==> src/rtl/hilo_pkg.sv <==
// hilo_pkg: shared definitions for the HI/LO multiply/divide sequencer.
//   - op_t     : EX-stage operation encodings for HI/LO-writing instructions
//   - state_t  : sequencer states
//   - ITERS_DEFAULT : iterations per multiply/divide (operand width)
//   - mag()    : two's-complement magnitude helper for signed operands
package hilo_pkg;

    localparam int ITERS_DEFAULT = 32;

    typedef enum logic [2:0] {
        OP_NONE  = 3'd0,
        OP_MULT  = 3'd1,
        OP_MULTU = 3'd2,
        OP_DIV   = 3'd3,
        OP_DIVU  = 3'd4,
        OP_MTHI  = 3'd5,
        OP_MTLO  = 3'd6
    } op_t;

    typedef enum logic [1:0] {
        IDLE = 2'd0,
        MUL  = 2'd1,
        DIV  = 2'd2
    } state_t;

    // Magnitude of v when it is treated as signed; 0x80000000 maps to itself,
    // which is the correct unsigned magnitude 2^31.
    function automatic logic [31:0] mag(input logic [31:0] v, input logic is_signed);
        return (is_signed && v[31]) ? (~v + 32'd1) : v;
    endfunction

endpackage

==> src/rtl/muldiv_step.sv <==
// muldiv_step: combinational single-iteration engine shared by multiply and divide.
//   is_div  in  1   select restoring-divide step (1) or shift/add multiply step (0)
//   acc     in  32  multiply: high product half; divide: partial remainder
//   q       in  32  multiply: multiplier / low product bits; divide: dividend / quotient bits
//   m       in  32  multiplicand or divisor magnitude
//   acc_nxt out 32  accumulator after this iteration
//   q_nxt   out 32  shift register after this iteration
module muldiv_step (
    input  logic        is_div,
    input  logic [31:0] acc,
    input  logic [31:0] q,
    input  logic [31:0] m,
    output logic [31:0] acc_nxt,
    output logic [31:0] q_nxt
);

    logic [32:0] sum;
    logic [32:0] shifted;
    logic [33:0] diff;

    always_comb begin
        sum     = {1'b0, acc} + (q[0] ? {1'b0, m} : 33'd0);
        // Remainder shifted left with the next dividend bit; may need 33 bits.
        shifted = {acc, q[31]};
        diff    = {1'b0, shifted} - {2'b00, m};
        acc_nxt = sum[32:1];
        q_nxt   = {sum[0], q[31:1]};
        if (is_div) begin
            // A successful trial subtract always leaves diff < m, so both top
            // bits are zero exactly when the subtraction did not borrow.
            if (diff[33:32] == 2'b00) begin
                acc_nxt = diff[31:0];
                q_nxt   = {q[30:0], 1'b1};
            end else begin
                acc_nxt = shifted[31:0];
                q_nxt   = {q[30:0], 1'b0};
            end
        end
    end

endmodule

==> src/rtl/hilo_muldiv_ctrl.sv <==
// hilo_muldiv_ctrl: iterative multiply/divide sequencer and owner of HI/LO.
//   clk        in   1   clock, rising edge
//   rst_n      in   1   asynchronous active-low reset
//   op_valid   in   1   EX holds a HI/LO-writing instruction
//   op         in   3   op_t encoding (0 and 7 are no-ops)
//   a, b       in   32  rs / rt operands
//   read_hilo  in   1   EX holds MFHI/MFLO
//   stall      out  1   freeze front of pipeline (combinational)
//   busy       out  1   multiply/divide in progress
//   rhi, rlo   out  32  architectural HI / LO
//   dbg_state  out  2   current sequencer state (state_t)
//
// Handshake: op_valid is the request, ~stall is the ready. An op is taken on
// a rising edge where op_valid=1 and busy=0; while busy, the requester must
// hold op/a/b steady and stall stays high, so the op is taken on the first
// edge after the commit edge. read_hilo is held off the same way.
module hilo_muldiv_ctrl
    import hilo_pkg::*;
#(
    parameter int ITERS = ITERS_DEFAULT
) (
    input  logic        clk,
    input  logic        rst_n,
    input  logic        op_valid,
    input  logic [2:0]  op,
    input  logic [31:0] a,
    input  logic [31:0] b,
    input  logic        read_hilo,
    output logic        stall,
    output logic        busy,
    output logic [31:0] rhi,
    output logic [31:0] rlo,
    output logic [1:0]  dbg_state
);

    localparam logic [4:0] LAST_CNT = 5'(ITERS - 1);

    state_t      state, state_nxt;
    logic [4:0]  cnt;
    logic [31:0] acc, q, m, a_raw;
    logic        neg_q, neg_r, div_zero;

    logic        accept, is_mul_op, is_div_op, signed_op, last;
    logic [31:0] acc_s, q_s;
    logic [63:0] prod;
    logic [31:0] quo, rem, commit_hi, commit_lo;

    assign busy      = (state != IDLE);
    assign stall     = busy & (op_valid | read_hilo);
    assign dbg_state = state;

    assign accept    = op_valid && (state == IDLE) && (op != OP_NONE) && (op != 3'd7);
    assign is_mul_op = (op == OP_MULT) || (op == OP_MULTU);
    assign is_div_op = (op == OP_DIV)  || (op == OP_DIVU);
    assign signed_op = (op == OP_MULT) || (op == OP_DIV);
    assign last      = (cnt == LAST_CNT);

    muldiv_step u_step (
        .is_div  (state == DIV),
        .acc     (acc),
        .q       (q),
        .m       (m),
        .acc_nxt (acc_s),
        .q_nxt   (q_s)
    );

    // Result of the final iteration with sign fix-up applied, written at commit.
    always_comb begin
        prod = {acc_s, q_s};
        if (neg_q) prod = -prod;
        quo  = neg_q ? -q_s : q_s;
        rem  = neg_r ? -acc_s : acc_s;
        if (state == MUL) begin
            commit_hi = prod[63:32];
            commit_lo = prod[31:0];
        end else if (div_zero) begin
            commit_hi = a_raw;
            commit_lo = 32'hFFFF_FFFF;
        end else begin
            commit_hi = rem;
            commit_lo = quo;
        end
    end

    always_comb begin
        state_nxt = state;
        case (state)
            IDLE: begin
                if (accept && is_mul_op)      state_nxt = MUL;
                else if (accept && is_div_op) state_nxt = DIV;
            end
            MUL, DIV: begin
                if (last) state_nxt = IDLE;
            end
            default: state_nxt = IDLE;
        endcase
    end

    always_ff @(posedge clk or negedge rst_n) begin
        if (!rst_n) state <= IDLE;
        else        state <= state_nxt;
    end

    always_ff @(posedge clk or negedge rst_n) begin
        if (!rst_n) begin
            cnt      <= '0;
            acc      <= '0;
            q        <= '0;
            m        <= '0;
            a_raw    <= '0;
            neg_q    <= 1'b0;
            neg_r    <= 1'b0;
            div_zero <= 1'b0;
            rhi      <= '0;
            rlo      <= '0;
        end else if (accept) begin
            cnt      <= '0;
            acc      <= '0;
            a_raw    <= a;
            neg_q    <= signed_op & (a[31] ^ b[31]);
            neg_r    <= signed_op & a[31];
            div_zero <= (b == 32'd0);
            if (is_mul_op) begin
                m <= mag(a, signed_op);
                q <= mag(b, signed_op);
            end else if (is_div_op) begin
                q <= mag(a, signed_op);
                m <= mag(b, signed_op);
            end
            if (op == OP_MTHI) rhi <= a;
            if (op == OP_MTLO) rlo <= a;
        end else if (busy) begin
            acc <= acc_s;
            q   <= q_s;
            if (last) begin
                rhi <= commit_hi;
                rlo <= commit_lo;
            end else begin
                cnt <= cnt + 5'd1;
            end
        end
    end

endmodule

==> config.mk <==
export PLATFORM = sky130hd
export DESIGN_NAME = hilo_muldiv_ctrl
export DESIGN_NICKNAME = d
export VERILOG_FILES = /design/src/rtl/hilo_pkg.sv /design/src/rtl/muldiv_step.sv /design/src/rtl/hilo_muldiv_ctrl.sv
export SDC_FILE = /design/constraint.sdc
export NUM_CORES = 1
export LEC_CHECK = 0
export ABC_CLOCK_PERIOD_IN_PS = 5140
export BUFFER_PORTS_ARGS = -buffer_cell sky130_fd_sc_hd__buf_2
export CORE_AREA = 4 4 245 247
export CTS_BUF_LIST = sky130_fd_sc_hd__clkbuf_4
export DETAILED_ROUTE_END_ITERATION = 10
export DIE_AREA = 0 0 249 251
export PLACE_DENSITY_LB_ADDON = 0.15
export SLEW_MARGIN = 10
export SYNTH_ARGS = -nofsm -noshare
export SYNTH_HDL_FRONTEND = slang
export SYNTH_SLANG_ARGS = --single-unit
==> constraint.sdc <==
create_clock -name clk -period 5.14 [get_ports clk]
set_clock_uncertainty 0.2 [all_clocks]
set_input_delay 0.514 -clock clk [delete_from_list [all_inputs] [get_ports clk]]
set_output_delay 0.514 -clock clk [all_outputs]
set_load 0.01 [all_outputs]
== Word level (Yosys, flattened, before mapping) ==
Index checks and enable logic that the tools add are counted.

* Register bits after elaboration: 202
* Output and inout port bits: 68

* Reductions and logical operators: 25
* Bitwise gates (word level): 7
* $add $sub $neg: 8
* Muxes and demuxes: 37
* Equal/unequal tests: 16

{| class="wikitable"
|+ Operators with widths
! cell !! number
|-
| $mux W32 || 28
|-
| $add A32 B1 Y32 const B || 2
|-
| $mux W64 || 1
|-
| $neg A32 Y32 || 2
|-
| $neg A64 Y64 || 1
|-
| $not A32 Y32 || 2
|-
| $sub A33 B32 Y34 || 1
|-
| $add A32 B33 Y33 || 1
|-
| $logic_not A32 Y1 || 1
|-
| $mux W5 || 3
|-
| $eq A3 B3 Y1 const B || 3
|-
| $reduce_and A2 Y1 || 4
|-
| $reduce_bool A2 Y1 || 4
|-
| $logic_and A1 B1 Y1 || 7
|-
| $eq A3 B2 Y1 const B || 2
|-
| $mux W2 || 3
|-
| $ne A3 B1 Y1 const B || 2
|-
| $reduce_and A3 Y1 || 2
|-
| $add A5 B1 Y5 const B || 1
|-
| $eq A5 B5 Y1 const B || 1
|-
| $logic_not A2 Y1 || 2
|-
| $ne A2 B1 Y1 const B || 2
|-
| $ne A2 B2 Y1 const B || 2
|-
| $pmux W2 S2 || 1
|-
| other kinds (11) || 15
|}

== Depth between registers and ports, before layout ==
* Depth after elaboration: 11
* Depth in mapped cells: 25
* Mapped depth without buffers: 24

== Hierarchy ==
Synthesis repeated with hierarchy kept, for this count alone.

* Cell total of the unflattened synthesis: 2,291
* Area total of the unflattened synthesis: 17,818.3 µm²

{| class="wikitable"
|+ Modules (own cells, without submodules)
! module !! area each (µm²) !! instances !! seq. area each (µm²) !! cells each
|-
| hilo_muldiv_ctrl || 13,138.9 || 1 || 5,054.8 || 1,606
|-
| muldiv_step || 4,679.5 || 1 || 0.0 || 685
|}

== Least setup slack after synthesis ==
No wires, ideal clock.

* Kind: flip-flop to flip-flop
* Start point: reg q[31]
* End point: reg rhi[24]
* Slack: -0.496 ns
* Arrival: 5.312 ns
* Buffers on the path: 2
* Stages on the path, launching flop included: 26
* Library setup time: 0.124 ns
* Data required time: 4.816 ns
* Cell sequence: dfrtp_1 -> inv_1 -> ha_1 -> inv_1 -> fa_1 -> a211o_1 -> a211o_1 -> nand3_1 -> a2111oi_1 -> or3_1 -> clkbuf_1 -> nand3_4 -> mux2i_1 -> nor2_1 -> nor2_1 -> ha_1 -> inv_1 -> nor4_1 -> nand3_1 -> or2_1 -> or3_1 -> buf_2 -> o41ai_2 -> xnor2_1 -> a221oi_1 -> a211o_1

* Longest elaborated chain between the ends: 11
* Elaborated cells on any way between the ends: 15

{| class="wikitable"
|+ Ends and longest elaborated chain
! element !! RTL line !! source
|-
| from (decl) || hilo_muldiv_ctrl.sv:40 || <nowiki>logic [31:0] acc, q, m, a_raw;</nowiki>
|-
| from (signal assigned) || hilo_muldiv_ctrl.sv:125 || <nowiki>q <= mag(b, signed_op);</nowiki>
|-
| from (signal assigned) || hilo_muldiv_ctrl.sv:127 || <nowiki>q <= mag(a, signed_op);</nowiki>
|-
| from (signal assigned) || hilo_muldiv_ctrl.sv:134 || <nowiki>q <= q_s;</nowiki>
|-
| $sub A33 B32 Y34 || muldiv_step.sv:25 || <nowiki>diff = {1'b0, shifted} - {2'b00, m};</nowiki>
|-
| $logic_not A2 Y1 || muldiv_step.sv:31 || <nowiki>if (diff[33:32] == 2'b00) begin</nowiki>
|-
| $mux W32 || muldiv_step.sv:31 ||
|-
| $mux W32 || muldiv_step.sv:28 || <nowiki>if (is_div) begin</nowiki>
|-
| $neg A32 Y32 || hilo_muldiv_ctrl.sv:72 || <nowiki>rem = neg_r ? -acc_s : acc_s;</nowiki>
|-
| $mux W32 || hilo_muldiv_ctrl.sv:72 ||
|-
| $mux W32 || hilo_muldiv_ctrl.sv:76 || <nowiki>end else if (div_zero) begin</nowiki>
|-
| $mux W32 (*) || hilo_muldiv_ctrl.sv:73 || <nowiki>if (state == MUL) begin</nowiki>
|-
| $mux W32 (*) || hilo_muldiv_ctrl.sv:135 || <nowiki>if (last) begin</nowiki>
|-
| $mux W32 (*) || hilo_muldiv_ctrl.sv:132 || <nowiki>end else if (busy) begin</nowiki>
|-
| $mux W32 (*) || hilo_muldiv_ctrl.sv:116 || <nowiki>end else if (accept) begin</nowiki>
|-
| to (signal assigned) || hilo_muldiv_ctrl.sv:136 || <nowiki>rhi <= commit_hi;</nowiki>
|-
| to (decl) || hilo_muldiv_ctrl.sv:31 || <nowiki>output logic [31:0] rhi,</nowiki>
|}

Mark *: on every way between the ends. The rest lies on a longest branch, timed or not. The select of a mux whose other input is x is not followed.
A chain may end at the register's enable or synchronous reset.

== Worst setup path in the final report ==
* Start point: reg acc[28]
* End point: reg rhi[28]

* Longest elaborated chain between the ends: 11
* Elaborated cells on any way between the ends: 16

{| class="wikitable"
|+ Ends and longest elaborated chain
! element !! RTL line !! source
|-
| from (decl) || hilo_muldiv_ctrl.sv:40 ||
|-
| from (signal assigned) || hilo_muldiv_ctrl.sv:133 || <nowiki>acc <= acc_s;</nowiki>
|-
| $sub A33 B32 Y34 || muldiv_step.sv:25 ||
|-
| $logic_not A2 Y1 || muldiv_step.sv:31 ||
|-
| $mux W32 || muldiv_step.sv:31 ||
|-
| $mux W32 || muldiv_step.sv:28 ||
|-
| $neg A32 Y32 || hilo_muldiv_ctrl.sv:72 ||
|-
| $mux W32 || hilo_muldiv_ctrl.sv:72 ||
|-
| $mux W32 || hilo_muldiv_ctrl.sv:76 ||
|-
| $mux W32 (*) || hilo_muldiv_ctrl.sv:73 ||
|-
| $mux W32 (*) || hilo_muldiv_ctrl.sv:135 ||
|-
| $mux W32 (*) || hilo_muldiv_ctrl.sv:132 ||
|-
| $mux W32 (*) || hilo_muldiv_ctrl.sv:116 ||
|}

Marked as above.

==> out/qor.yml <==
placed_design:
  postPlaceCellArea_um2: 21800
  place_hpwl_mm: 67.2
  port_buffers: 138
  gp_congestion: 0.955
status:
  status: "finished with violations"
  violations: "setup timing"
floorplanning:
  core-area_um2: 57600
  die_x_um: 249
  rows: 88
  io_pins: 139
  initial_core_util: 0.309
  die_h_um: 251
  die_area_um2: 62500
synth:
  synth_compound_area_frac: 0.256
  synth_mux_area_frac: 0.0544
  synth-simple-area-share: 0.213
  synth_cell_types: 93
  yosys_warnings: 0
  synth_top_family_by_area: "compound AO/OA/AOI/OAI gates"
  synthFlopType: "dfrtp_1"
  synth_commonest_cells: "nand2_1, o21ai_0, dfrtp_1, a21oi_1, nor2_1"
  synth.top_cell.area_share: 0.284
  synthArstFlopShare: 1.00
  synth_fa_ha_area_frac: 0.0535
  yosysMostFrequentCell: "nand2_1"
  synth_top_cell_by_area: "dfrtp_1"
  yosys.area_share.xor_xnor: 0.0929
  synth-seq-cells: 202
  ys_seq_area_frac: 0.284
  synth_edf_count: 0
  syn-mean-instance-area_um2: 7.67
  syn-instance-count: 2321
  synth.area.top_cells: "dfrtp_1, nand2_1, o21ai_0"
  synth_area_um2: 17800
  synth_nets: 2467
setup_path:
  cp.arrival_ns: 5.81
  slowest_stage: "or4_4"
  end_kind: "register"
  crit_path_start_kind: "register"
  r2r-end: "rhi[28]"
  cpLargestDelayFamily: "simple AND/OR/NAND/NOR gates"
  critPathRequiredTime_ns: 5.69
  path_common_cell: "or3_4"
  r2r_cells: 20
  r2r_start: "acc[28]"
  critPathMaxFanout: 3
  ff2ff_setup_slack_ns: -0.12
  max_stage_delay_ns: 0.49
  cp.buffers_inverters: 1
  criticalPathCategory: "register to register"
  cp_cell_sequence: "ha_4 -> nand4_1 -> or3_4 -> or4_4 -> or3_4 -> o21bai_4 -> nand3_4 -> mux2i_2 -> nor2_1 -> nor2_2 -> ha_2 -> inv_2 -> nor4_4 -> nand3_2 -> or3_4 -> or3_4 -> o31ai_4 -> xnor2_1 -> a221oi_1 -> a211o_1"
cts:
  htreeDepth: 2
  numClockSinks: 202
  clockBufferDepth: 3
  root_buffer: "clkbuf_4"
  tritoncts: "yes"
  numCtsBuffers: 61
  clk_pin_slew_ns: 0.08
  clk_latency_ns: 0.85
grt:
  grtUsageMet1: 0.352
  met2_usage: 0.417
  met3_usage: 0.0462
  busiest_layer: "met2"
  grt_max_degree: 99
  grt.overflow.total: 0
  antenna_found_initial: 5
  first_global_vias: 19900
  track_usage: 0.265
  grt_first_pass_wirelength_mm: 127
routing:
  drcViolationCount: 0
  vias: 20100
  vias_per_cell: 5.49
  first_pass_iters: 5
  wl_per_cell_um: 23.6
  routed_wl_mm: 86.3
  antenna_left: 0
  first_iter_violations: 1755
sta:
  maxSlewHeadroom: 0.215
  timing.hold.ws_ns: 0.0759
  setup_ws_ns: -0.124
  worstMarginPinSlew_ns: 1.18
  period_needed_ns: 5.26
  setup_viol: 7
  finalCritPeriodShare: 1.02
  setup-tns-final_ns: -0.482
  rsz0062_at_grt: "yes"
  finalHoldViolCount: 0
  slew_viol_final: 0
  fmax_mhz: 190
job:
  maxCapViolCount: 0
power:
  p_sw_frac: 0.500
  leakage_uw: 0.0104
  power_density_nw_per_um2: 732
  comb_power_share: 0.751
  internal_power_uw: 8810
  power_switching_uw: 8800
  p_total_uw: 17600
  power.share.clock: 0.090
  p_seq_frac: 0.158
  ir_drop_uv: 298
finish:
  syn2layout_area_growth_pct: 35.1
  drive_above_1_share: 0.267
  fin_nets: 2992
  utilization: 0.418
  postLayoutCellArea_um2: 24100
min_path:
  min-delay-path-class: "input port to async pin"
## how the worst max path moves through the flow
stage            start      end  slack, ns  depth (start not counted)
2_1_floorplan  acc[30]  rhi[24]      -0.14                         21
3_3_place_gp      m[1]  rhi[28]      -0.50                         20
3_5_place_dp      m[1]  rhi[28]      -0.52                         20
4_1_cts        acc[28]  rhi[28]      -0.05                         18
5_1_grt          q[31]  rhi[31]      -0.31                         22
6_report       acc[28]  rhi[28]      -0.12                         20
## registers in the layout, indices dropped and copies added (netlist names), 2 cells and up
register   cells
a_raw         32
acc           32
cnt            5
dbg_state      2
m             32
q             32
rhi           32
rlo           32
## routing by layer
| layer | up-vias | routed length, µm |
|---|---|---|
| met5 | - | 27 |
| met4 | 4 | 4940 |
| met3 | 202 | 5690 |
| met2 | 770 | 38300 |
| met1 | 9683 | 37300 |
| li1 | 9411 | - |
## kinds of logic after synthesis
kind of cell | count (synthesis)
flip-flops | 202
multiplexers | 96
adder cells (fa/ha/maj) | 75
XOR/XNOR | 189
buffers and inverters | 210
AO/OA/AOI/OAI | 718
AND/OR/NAND/NOR | 831
## power by group through the flow
| stage | Combinational [µW] | Clock, µW | Sequential [µW] |
|---|---|---|---|
| 2_1_floorplan | 6280 | 0 | 2780 |
| 3_3_place_gp | 12000 | 0 | 2780 |
| 3_5_place_dp | 12000 | 0 | 2800 |
| 4_1_cts | 12500 | 1650 | 2780 |
| 5_1_grt | 14100 | 1730 | 2870 |
| 6_report | 13200 | 1590 | 2790 |
## timing repair
action                                  4_1_cts  5_1_grt
buffers inserted                             23       22
hold endpoints to repair                    191        0
pin swaps                                    34       42
gates resized for setup                      64       62
hold buffers                                 54        0
endpoints found under the setup margin       28       31
## area by class of cell
| cell class | count | area (µm²) |
|---|---|---|
| fill | 5946 | 33500 |
| antenna | 2 | 5.00 |
| timing repair buffer | 595 | 4370 |
| multi-input combinational | 1909 | 12600 |
| sequential | 202 | 5060 |
| clock inverter | 22 | 100 |
| inverter | 77 | 289 |
| clock buffer | 85 | 638 |
| tap | 765 | 957 |
## metrics by stage
stage | std cells | worst slack [ns]
floorplan | 2321 | -0.137
detailed placement | 3450 | -0.516
global route | 3656 | -0.307
global placement | 3450 | -0.504
finish | 3657 | -0.124
CTS | 3634 | -0.0525
## cell usage in the layout (no fill, tap or decap), drive strengths merged, types with 42 or more instances in the layout
master,count
ha,73
xor2,93
mux2i,90
buf,541
clkbuf,85
a21oi,197
and2,42
nor3,50
xnor2,96
nor2,197
dfrtp,202
dlygate4sd3,54
nand2,354
o21ai,222
inv,77
Note: power is estimated with default switching activity, not from simulation.
